[src/rtl/bdc_uart_pkg.sv]
// Shared constants for the framed UART transmit path: header bytes,
// frame FSM state encoding and the 10-bit serial character builder.
package bdc_uart_pkg;

    localparam logic [7:0] FRAME_HDR0 = 8'h55;
    localparam logic [7:0] FRAME_HDR1 = 8'hAA;

    localparam logic [2:0] ST_IDLE    = 3'd0;
    localparam logic [2:0] ST_HDR0    = 3'd1;
    localparam logic [2:0] ST_HDR1    = 3'd2;
    localparam logic [2:0] ST_LEN     = 3'd3;
    localparam logic [2:0] ST_PAYLOAD = 3'd4;
    localparam logic [2:0] ST_CSUM    = 3'd5;

    typedef enum logic [2:0] {
        S_IDLE    = ST_IDLE,
        S_HDR0    = ST_HDR0,
        S_HDR1    = ST_HDR1,
        S_LEN     = ST_LEN,
        S_PAYLOAD = ST_PAYLOAD,
        S_CSUM    = ST_CSUM
    } tx_state_t;

    // Serial character as shifted out LSB first: start(0), data, stop(1).
    function automatic logic [9:0] uart_char(input logic [7:0] b);
        return {1'b1, b, 1'b0};
    endfunction

endpackage

[src/rtl/sync_fifo.sv]
// Single-clock FIFO with first-word-fall-through read data and a
// registered full flag that reflects this cycle's push/pop.
module sync_fifo #(
    parameter int WIDTH = 8,
    parameter int DEPTH = 16,
    localparam int AW   = $clog2(DEPTH),
    localparam int CW   = $clog2(DEPTH) + 1
) (
    input  logic             clk,
    input  logic             reset,
    input  logic             wr_en,
    input  logic [WIDTH-1:0] wr_data,
    input  logic             rd_en,
    output logic [WIDTH-1:0] rd_data,
    output logic [CW-1:0]    count,
    output logic             full,
    output logic             empty
);

    logic [WIDTH-1:0] r_mem [DEPTH];
    logic [AW-1:0]    r_wptr;
    logic [AW-1:0]    r_rptr;
    logic [CW-1:0]    r_count;
    logic             r_full;
    logic             w_push;
    logic             w_pop;
    logic [CW-1:0]    w_count_nxt;

    assign w_push  = wr_en & ~r_full;
    assign w_pop   = rd_en & (r_count != '0);
    assign rd_data = r_mem[r_rptr];
    assign count   = r_count;
    assign full    = r_full;
    assign empty   = (r_count == '0);

    // Next occupancy; simultaneous push and pop leave it unchanged.
    always_comb begin
        w_count_nxt = r_count;
        if (w_push && !w_pop)
            w_count_nxt = r_count + 1'b1;
        else if (!w_push && w_pop)
            w_count_nxt = r_count - 1'b1;
    end

    // Storage array, no reset needed since occupancy gates every read.
    always_ff @(posedge clk) begin
        if (w_push)
            r_mem[r_wptr] <= wr_data;
    end

    // Pointers, occupancy and full flag.
    always_ff @(posedge clk) begin
        if (reset) begin
            r_wptr  <= '0;
            r_rptr  <= '0;
            r_count <= '0;
            r_full  <= 1'b0;
        end else begin
            if (w_push) r_wptr <= r_wptr + 1'b1;
            if (w_pop)  r_rptr <= r_rptr + 1'b1;
            r_count <= w_count_nxt;
            r_full  <= (w_count_nxt == CW'(DEPTH));
        end
    end

endmodule

[src/rtl/uart_frame_tx.sv]
// Framed UART transmitter: buffers payload bytes and on send emits
// 0x55, 0xAA, LEN, payload..., CSUM as back-to-back 8N1 characters.
module uart_frame_tx
    import bdc_uart_pkg::*;
#(
    parameter int CLKS_PER_BIT = 434,
    parameter int FIFO_DEPTH   = 16,
    localparam int BW          = $clog2(CLKS_PER_BIT),
    localparam int CW          = $clog2(FIFO_DEPTH) + 1
) (
    input  logic       clk,
    input  logic       reset,
    input  logic       wr_en,
    input  logic [7:0] wr_data,
    output logic       full,
    input  logic       send,
    output logic       txd,
    output logic       busy,
    output logic       done
);

    tx_state_t     r_state, w_state_n;
    logic [9:0]    r_shift, w_shift_n;
    logic [3:0]    r_bit,   w_bit_n;
    logic [BW-1:0] r_baud,  w_baud_n;
    logic [CW-1:0] r_remain, w_remain_n;
    logic [7:0]    r_csum,  w_csum_n;
    logic [7:0]    r_len,   w_len_n;
    logic          r_done,  w_done_n;
    logic          w_pop;
    logic [7:0]    w_rd_data;
    logic [CW-1:0] w_count;
    logic          w_empty;

    sync_fifo #(
        .WIDTH (8),
        .DEPTH (FIFO_DEPTH)
    ) u_fifo (
        .clk     (clk),
        .reset   (reset),
        .wr_en   (wr_en),
        .wr_data (wr_data),
        .rd_en   (w_pop),
        .rd_data (w_rd_data),
        .count   (w_count),
        .full    (full),
        .empty   (w_empty)
    );

    // Idle shifter holds all ones, so its LSB doubles as the idle-high line.
    assign txd  = r_shift[0];
    assign busy = (r_state != S_IDLE);
    assign done = r_done;

    // Frame sequencing, bit timing and character loading.
    always_comb begin
        w_state_n  = r_state;
        w_shift_n  = r_shift;
        w_bit_n    = r_bit;
        w_baud_n   = r_baud;
        w_remain_n = r_remain;
        w_csum_n   = r_csum;
        w_len_n    = r_len;
        w_done_n   = 1'b0;
        w_pop      = 1'b0;
        if (r_state == S_IDLE) begin
            // LEN is the pre-write count; a same-cycle write joins the next frame.
            if (send) begin
                w_state_n  = S_HDR0;
                w_shift_n  = uart_char(FRAME_HDR0);
                w_bit_n    = '0;
                w_baud_n   = '0;
                w_remain_n = w_count;
                w_len_n    = 8'(w_count);
                w_csum_n   = 8'(w_count);
            end
        end else if (r_baud != BW'(CLKS_PER_BIT - 1)) begin
            w_baud_n = r_baud + 1'b1;
        end else begin
            w_baud_n = '0;
            if (r_bit != 4'd9) begin
                w_shift_n = {1'b1, r_shift[9:1]};
                w_bit_n   = r_bit + 1'b1;
            end else begin
                // Character finished: load the next one with no idle gap.
                w_bit_n = '0;
                case (r_state)
                    S_HDR0: begin
                        w_state_n = S_HDR1;
                        w_shift_n = uart_char(FRAME_HDR1);
                    end
                    S_HDR1: begin
                        w_state_n = S_LEN;
                        w_shift_n = uart_char(r_len);
                    end
                    S_LEN, S_PAYLOAD: begin
                        if (r_remain == '0 || w_empty) begin
                            w_state_n = S_CSUM;
                            w_shift_n = uart_char(r_csum);
                        end else begin
                            w_state_n  = S_PAYLOAD;
                            w_shift_n  = uart_char(w_rd_data);
                            w_pop      = 1'b1;
                            w_remain_n = r_remain - 1'b1;
                            w_csum_n   = r_csum + w_rd_data;
                        end
                    end
                    default: begin
                        w_state_n = S_IDLE;
                        w_shift_n = '1;
                        w_done_n  = 1'b1;
                    end
                endcase
            end
        end
    end

    // State register; reset aborts any frame and forces the line idle.
    always_ff @(posedge clk) begin
        if (reset) begin
            r_state  <= S_IDLE;
            r_shift  <= '1;
            r_bit    <= '0;
            r_baud   <= '0;
            r_remain <= '0;
            r_csum   <= '0;
            r_len    <= '0;
            r_done   <= 1'b0;
        end else begin
            r_state  <= w_state_n;
            r_shift  <= w_shift_n;
            r_bit    <= w_bit_n;
            r_baud   <= w_baud_n;
            r_remain <= w_remain_n;
            r_csum   <= w_csum_n;
            r_len    <= w_len_n;
            r_done   <= w_done_n;
        end
    end

endmodule

[config.mk]
export PLATFORM = sky130hd
export DESIGN_NAME = uart_frame_tx
export DESIGN_NICKNAME = d
export VERILOG_FILES = /design/src/rtl/bdc_uart_pkg.sv /design/src/rtl/sync_fifo.sv /design/src/rtl/uart_frame_tx.sv
export SDC_FILE = /design/constraint.sdc
export NUM_CORES = 1
export LEC_CHECK = 0
export CAP_MARGIN = 20
export CELL_PAD_IN_SITES_DETAIL_PLACEMENT = 1
export CELL_PAD_IN_SITES_GLOBAL_PLACEMENT = 1
export CORE_MARGIN = 8
export CORE_UTILIZATION = 30
export DETAILED_ROUTE_END_ITERATION = 10
export PLACE_DENSITY_LB_ADDON = 0.1
export SLEW_MARGIN = 15
export SYNTH_ARGS = -nofsm -noshare
export SYNTH_HDL_FRONTEND = slang
export SYNTH_HIERARCHICAL = 1
export SYNTH_SLANG_ARGS = --single-unit
[constraint.sdc]
create_clock -name clk -period 7.8 [get_ports clk]
set_clock_uncertainty 0.1 [all_clocks]
set_input_delay 1.56 -clock clk [delete_from_list [all_inputs] [get_ports clk]]
set_output_delay 1.56 -clock clk [all_outputs]
set_load 0.01 [all_outputs]
==> results.py, run 1 <==
metrics = {
    "outcome": {
        "outcome": "completed",
    },
    "yosys": {
        "seq_area_frac_synth": 0.6029,
        "synth.top_cell.area_share": 0.4557,
        "synth-main-ff-cell": "edfxtp_1",
        "syn_nets": 648,
        "synth_edf_count": 128,
        "ys_types": 69,
        "synth_seq_cells": 190,
        "synth_top_cell_by_area": "edfxtp_1",
        "async_reset_ff_frac": 0,
        "syn_inst": 615,
        "syn_area_per_cell_sq_um": 13.71,
        "synth_area_sq_um": 8434,
        "synthTopCellsByArea": "edfxtp_1 (46%), dfxtp_1 (15%), mux4_2 (11%)",
        "yosysWarnings": 6,
    },
    "setup_path": {
        "cp_max_fo": 19,
        "path_cells": "nor3_4, inv_1, clkdlybuf4s50_1",
        "cp.arrival_ps": 2560,
        "crit_required_ps": 6140,
        "crit-reg2reg-capture": "r_csum[6]",
        "reg2reg_depth": 11,
        "start_kind": "flop",
        "endpoint_kind": "output pin",
        "rrSetupSlack_ps": 4010,
        "path_class": "reg2out",
        "cpPeakStageDelay_ps": 640,
        "crit_slowest_cell": "nor3_4",
    },
    "finish": {
        "antenna_cells": 0,
        "final_design_area_no_fill_sq_um": 9569,
        "final_cell_mix": "edfxtp_1 (128), dfxtp_1 (61), nor2_1 (46)",
        "drive_above_1_share": 0.1659,
        "areaGrowthSynthToFinish_pct": 13.46,
        "layout.nets": 659,
        "mostFrequentLayoutCell": "edfxtp_1",
    },
    "global_routing": {
        "grt_max_degree": 59,
        "grtUsageMet1": 0.1510,
        "grt-busiest-layer": "met2",
        "grt_use_total": 0.1283,
        "grt_use_met2": 0.2309,
        "grt_use_met3": 0.02668,
        "overflow": 0,
        "grt_pass1_wl_microns": 32370,
        "grt_pass1_vias": 5480,
        "antenna_found_initial": 0,
    },
    "placed_design": {
        "globalplace.congestion": 0.7190,
        "io_buffers": 15,
        "placed_area_sq_um": 8917,
        "dp_hpwl_microns": 13720,
    },
    "cts": {
        "cts_resized": 0,
        "clk_latency_ps": 440,
        "cts_tree": "done",
        "cts_setup_buffers": 0,
        "cts_buffers": 17,
        "root_buffer": "clkbuf_16",
        "htree_levels": 4,
        "clkTransAtPathRegs_ps": 80,
        "cts_buffer_depth": 2,
        "hold_buffers": 0,
        "clock-sinks": 190,
    },
    "hold_path": {
        "hold_end": "r_len[2]",
        "min_from": "r_len[2]",
        "hp-class": "reg2reg",
        "min_path_cells": 2,
    },
    "die": {
        "die_height_microns": 183.7,
        "die-area_sq_um": 33740,
        "die_w_microns": 183.7,
        "io_pins": 16,
        "coreArea_sq_um": 27710,
        "fp-row-count": 61,
        "start_util": 0.3044,
    },
    "sta": {
        "fin_tns_setup_ps": 0,
        "worstMarginPinSlew_ps": 763.4,
        "drv_slew": 0,
        "slew_headroom": 0.4908,
        "setup_viol": 0,
        "fin_crit_ps": 4223,
        "fin_crit_sh": 0.5415,
        "fmax_ghz": 0.2368,
        "hold_viol": 0,
        "rsz0062_at_grt": "no",
    },
    "power": {
        "p_per_area_nw_per_um2": 231.5,
        "power.leakage_uw": 0.003082,
        "ir_drop_uv": 194.7,
    },
    "detailed_routing": {
        "postRouteAntennaNets": 0,
        "avgRoutedWirePerCell_microns": 20.28,
        "routed_wl_microns": 20630,
        "dr.pass1.iters": 4,
        "viasPerCell": 5.012,
        "drt_iter0_drc": 226,
        "via_count": 5097,
        "drcViolationCount": 0,
    },
    "run": {
        "max-cap-violations": 0,
    },
}
## per-stage QoR
step                cells  total power (uW)    util  worst slack, ps  hold slack, ps
global route         1017              2312  0.3454             3393           376.5
global placement      985              1297  0.3219             3976           347.6
finish               1017              2215  0.3454             3577           361.9
detailed placement    985              1302  0.3219             3969           350.2
CTS                  1017              2262  0.3454             3523           361.8
floorplan             615              1244       -             4454           330.0
## worst max-delay path: cells and delay by family (launching register included)
kind,cells,cell delay [ps]
buffers and inverters,2,1080
and+or+nand+nor,1,640
DFF,1,410
## Yosys cell counts, types with 6 or more instances
| library cell | count |
|---|---|
| clkbuf_1 | 14 |
| ha_1 | 20 |
| mux2_2 | 7 |
| nor3_1 | 9 |
| edfxtp_1 | 128 |
| dfxtp_1 | 62 |
| o21ai_0 | 29 |
| nand3_1 | 11 |
| nand2b_1 | 6 |
| nand4_1 | 6 |
| xnor2_1 | 8 |
| nor2_1 | 46 |
| a21oi_1 | 41 |
| and2_1 | 18 |
| inv_1 | 14 |
| mux4_2 | 40 |
| nand2_1 | 42 |
| a311oi_1 | 7 |
## report_power, final
| group | switching, uW | internal, uW |
|---|---|---|
| combinational | 101 | 62.4 |
| clock | 481 | 458 |
| sequential | 17.5 | 1090 |
| total | 600 | 1620 |
## kinds of logic after synthesis
group | count (synthesis) | synth area share
flops | 190 | 0.6029
simple gates | 179 | 0.1159
compound gates | 120 | 0.08916
mux | 49 | 0.1185
buf+inv | 42 | 0.02685
fa+ha+maj | 22 | 0.03323
xor+xnor | 13 | 0.01350
## final cells by class
cell class                 instances  area, sq um
fill                            2911        18140
sequential                       190         5086
multi-input combinational        383         3123
tap                              378        473.0
clock buffer                      17        425.4
clock inverter                    15        226.5
timing repair buffer              20        182.7
inverter                          14        52.55
## registers in the layout (all words and copies together) (netlist names), named ones only
| signal | count |
|---|---|
| done | 1 |
| r_baud | 9 |
| r_bit | 4 |
| r_csum | 8 |
| r_len | 5 |
| r_remain | 5 |
| r_shift | 9 |
| r_state | 3 |
| u_fifo/count | 5 |
| u_fifo/full | 1 |
| u_fifo/r_mem | 128 |
| u_fifo/r_rptr | 4 |
| u_fifo/r_wptr | 4 |
## per-layer routing
layer	routed length [microns]	part of all wire
met1	9128	0.44
met2	10820	0.52
met3	435	0.021
met4	248	0.012
met5	0	0
## how the worst max path moves through the flow
stage                from        end  slack, ps  cells past startpoint
2_1_floorplan        flop  r_csum[7]       4450                     10
3_3_place_gp         flop  r_csum[6]       3980                     11
3_5_place_dp         flop  r_csum[6]       3970                     11
4_1_cts        r_state[2]       busy       3520                      3
5_1_grt        r_state[2]       busy       3390                      3
6_report       r_state[2]       busy       3580                      3
Power figures use the tool's default switching activity.
==> run 2, diff against run 1 <==
- clock period: 7.8 -> 3.9 ns (I/O delays scaled with it)
==> results.py, run 2 (same netlist as run 1, synthesis figures left out) <==
metrics = {
    "outcome": {
        "outcome": "completed",
    },
    "global_routing": {
        "grt_use_total": 0.1331,
        "antenna_found_initial": 0,
        "grt_max_degree": 41,
        "grt_pass1_wl_microns": 33670,
        "grt_pass1_vias": 5526,
        "overflow": 0,
    },
    "setup_path": {
        "crit_required_ps": 4180,
        "cp.arrival_ps": 3790,
        "endpoint_kind": "flop",
        "cpPeakStageDelay_ps": 520,
        "path_common_cell": "mux4_2",
        "start_kind": "flop",
        "crit_slowest_cell": "dfxtp_2",
        "cp_max_fo": 8,
        "path_class": "reg2reg",
        "path_cells": "buf_4, mux4_2, mux4_2, ha_1, inv_1, fa_1, nand2b_1, a21oi_1, o21a_1, or4_1, nand3_1",
    },
    "detailed_routing": {
        "drcViolationCount": 0,
        "drt_iter0_drc": 201,
        "via_count": 5133,
        "avgRoutedWirePerCell_microns": 20.98,
        "dr.pass1.iters": 4,
        "postRouteAntennaNets": 0,
        "routed_wl_microns": 21570,
        "viasPerCell": 4.993,
    },
    "run": {
        "max-cap-violations": 0,
    },
    "sta": {
        "setup_viol": 0,
        "drv_slew": 0,
        "hold_viol": 0,
        "rsz0062_at_grt": "no",
        "fin_crit_sh": 0.9005,
        "slew_headroom": 0.4282,
        "worstMarginPinSlew_ps": 857.7,
        "finalWorstSetupSlack_ps": 388.0,
        "fin_tns_setup_ps": 0,
        "fin_crit_ps": 3512,
        "fmax_ghz": 0.2847,
    },
    "die": {
        "fp-row-count": 61,
        "die_w_microns": 183.7,
        "coreArea_sq_um": 27710,
        "io_pins": 16,
        "die-area_sq_um": 33740,
        "die_height_microns": 183.7,
        "start_util": 0.3044,
    },
    "cts": {
        "cts_buffers": 17,
        "clkTransAtPathRegs_ps": 90,
        "cts_resized": 0,
        "clk_latency_ps": 430,
        "cts_buffer_depth": 2,
        "htree_levels": 4,
        "cts_tree": "done",
        "cts_setup_buffers": 0,
        "hold_buffers": 0,
        "clock-sinks": 190,
        "root_buffer": "clkbuf_16",
    },
    "finish": {
        "final_cell_mix": "edfxtp_1 (128), dfxtp_1 (61), nor2_1 (46)",
        "largest_register_ffs": 128,
        "areaGrowthSynthToFinish_pct": 14.72,
        "drive_above_1_share": 0.1800,
        "layout.nets": 670,
        "top_register": "u_fifo/r_mem",
        "mostFrequentLayoutCell": "edfxtp_1",
        "antenna_cells": 0,
        "top_regs": "u_fifo/r_mem: 128 flops, r_baud: 9 flops, r_shift: 9 flops",
    },
    "power": {
        "power.leakage_uw": 0.003143,
        "p_per_area_nw_per_um2": 459.2,
        "ir_drop_uv": 261.1,
        "power_uw": 4443,
    },
    "placed_design": {
        "dp_hpwl_microns": 14360,
        "io_buffers": 15,
        "globalplace.congestion": 0.7713,
        "place_ws_ps": 401.6,
    },
    "hold_path": {
        "hp-class": "reg2reg",
    },
}
-- run 2: final timing paths --
kind                  from        end  slack [ps]  depth (start not counted)
setup / recovery      flop  r_csum[6]         390                         11
hold / removal    r_len[0]   r_len[0]         370                          2
setup reg to reg      flop  r_csum[6]         390                         11
hold reg to reg   r_len[0]   r_len[0]         370                          2
-- run 2: power breakdown --
group	switching (uW)	leakage, uW	internal, uW
combinational	207	0.00117	132
sequential	35.7	0.00166	2190
clock	965	0.000311	914
-- run 2: cell type report --
| class | count | area (sq um) |
|---|---|---|
| Tap cell | 378 | 473.0 |
| Sequential cell | 190 | 5086 |
| Clock buffer | 17 | 425.4 |
| Fill cell | 2885 | 18030 |
| Multi-Input combinational cell | 383 | 3123 |
| Clock inverter | 15 | 225.2 |
| Inverter | 14 | 52.55 |
| Timing Repair Buffer | 31 | 290.3 |
-- run 2: critical path: cells and delay by family (launching register included) --
kind / cells / cell delay (ps)
AOI/OAI and AO/OA: 2 / 310
and+or+nand+nor: 3 / 710
muxes: 2 / 1000
DFF: 1 / 520
adders and majority gates: 2 / 470
buffers and inverters: 2 / 340
-- run 2: metrics by stage --
stage	area [sq um]	util	cells	hold slack [ps]
after global routing	9676	0.3492	1028	392.2
after CTS	9676	0.3492	1028	367.1
final	9676	0.3492	1028	365.4
after floorplan	8434	-	615	330.0
after detailed placement	9025	0.3257	996	356.3
after global placement	9025	0.3257	996	349.3
-- run 2: per-layer routing --
metal  share of wire  global-route usage  up-vias  wire [microns]
li1                -                   -     2395               -
met1            0.44              0.1592     2658            9576
met2            0.52              0.2383       59           11160
met3           0.022             0.02549       21             475
met4           0.016             0.04066        0             350
met5               0                   0        -               0
==> run 3, diff against run 2 <==
- SETUP_SLACK_MARGIN: default -> 0.02
==> results of run 3 <==
Final layout, timing and power as in run 2 (identical DEF).
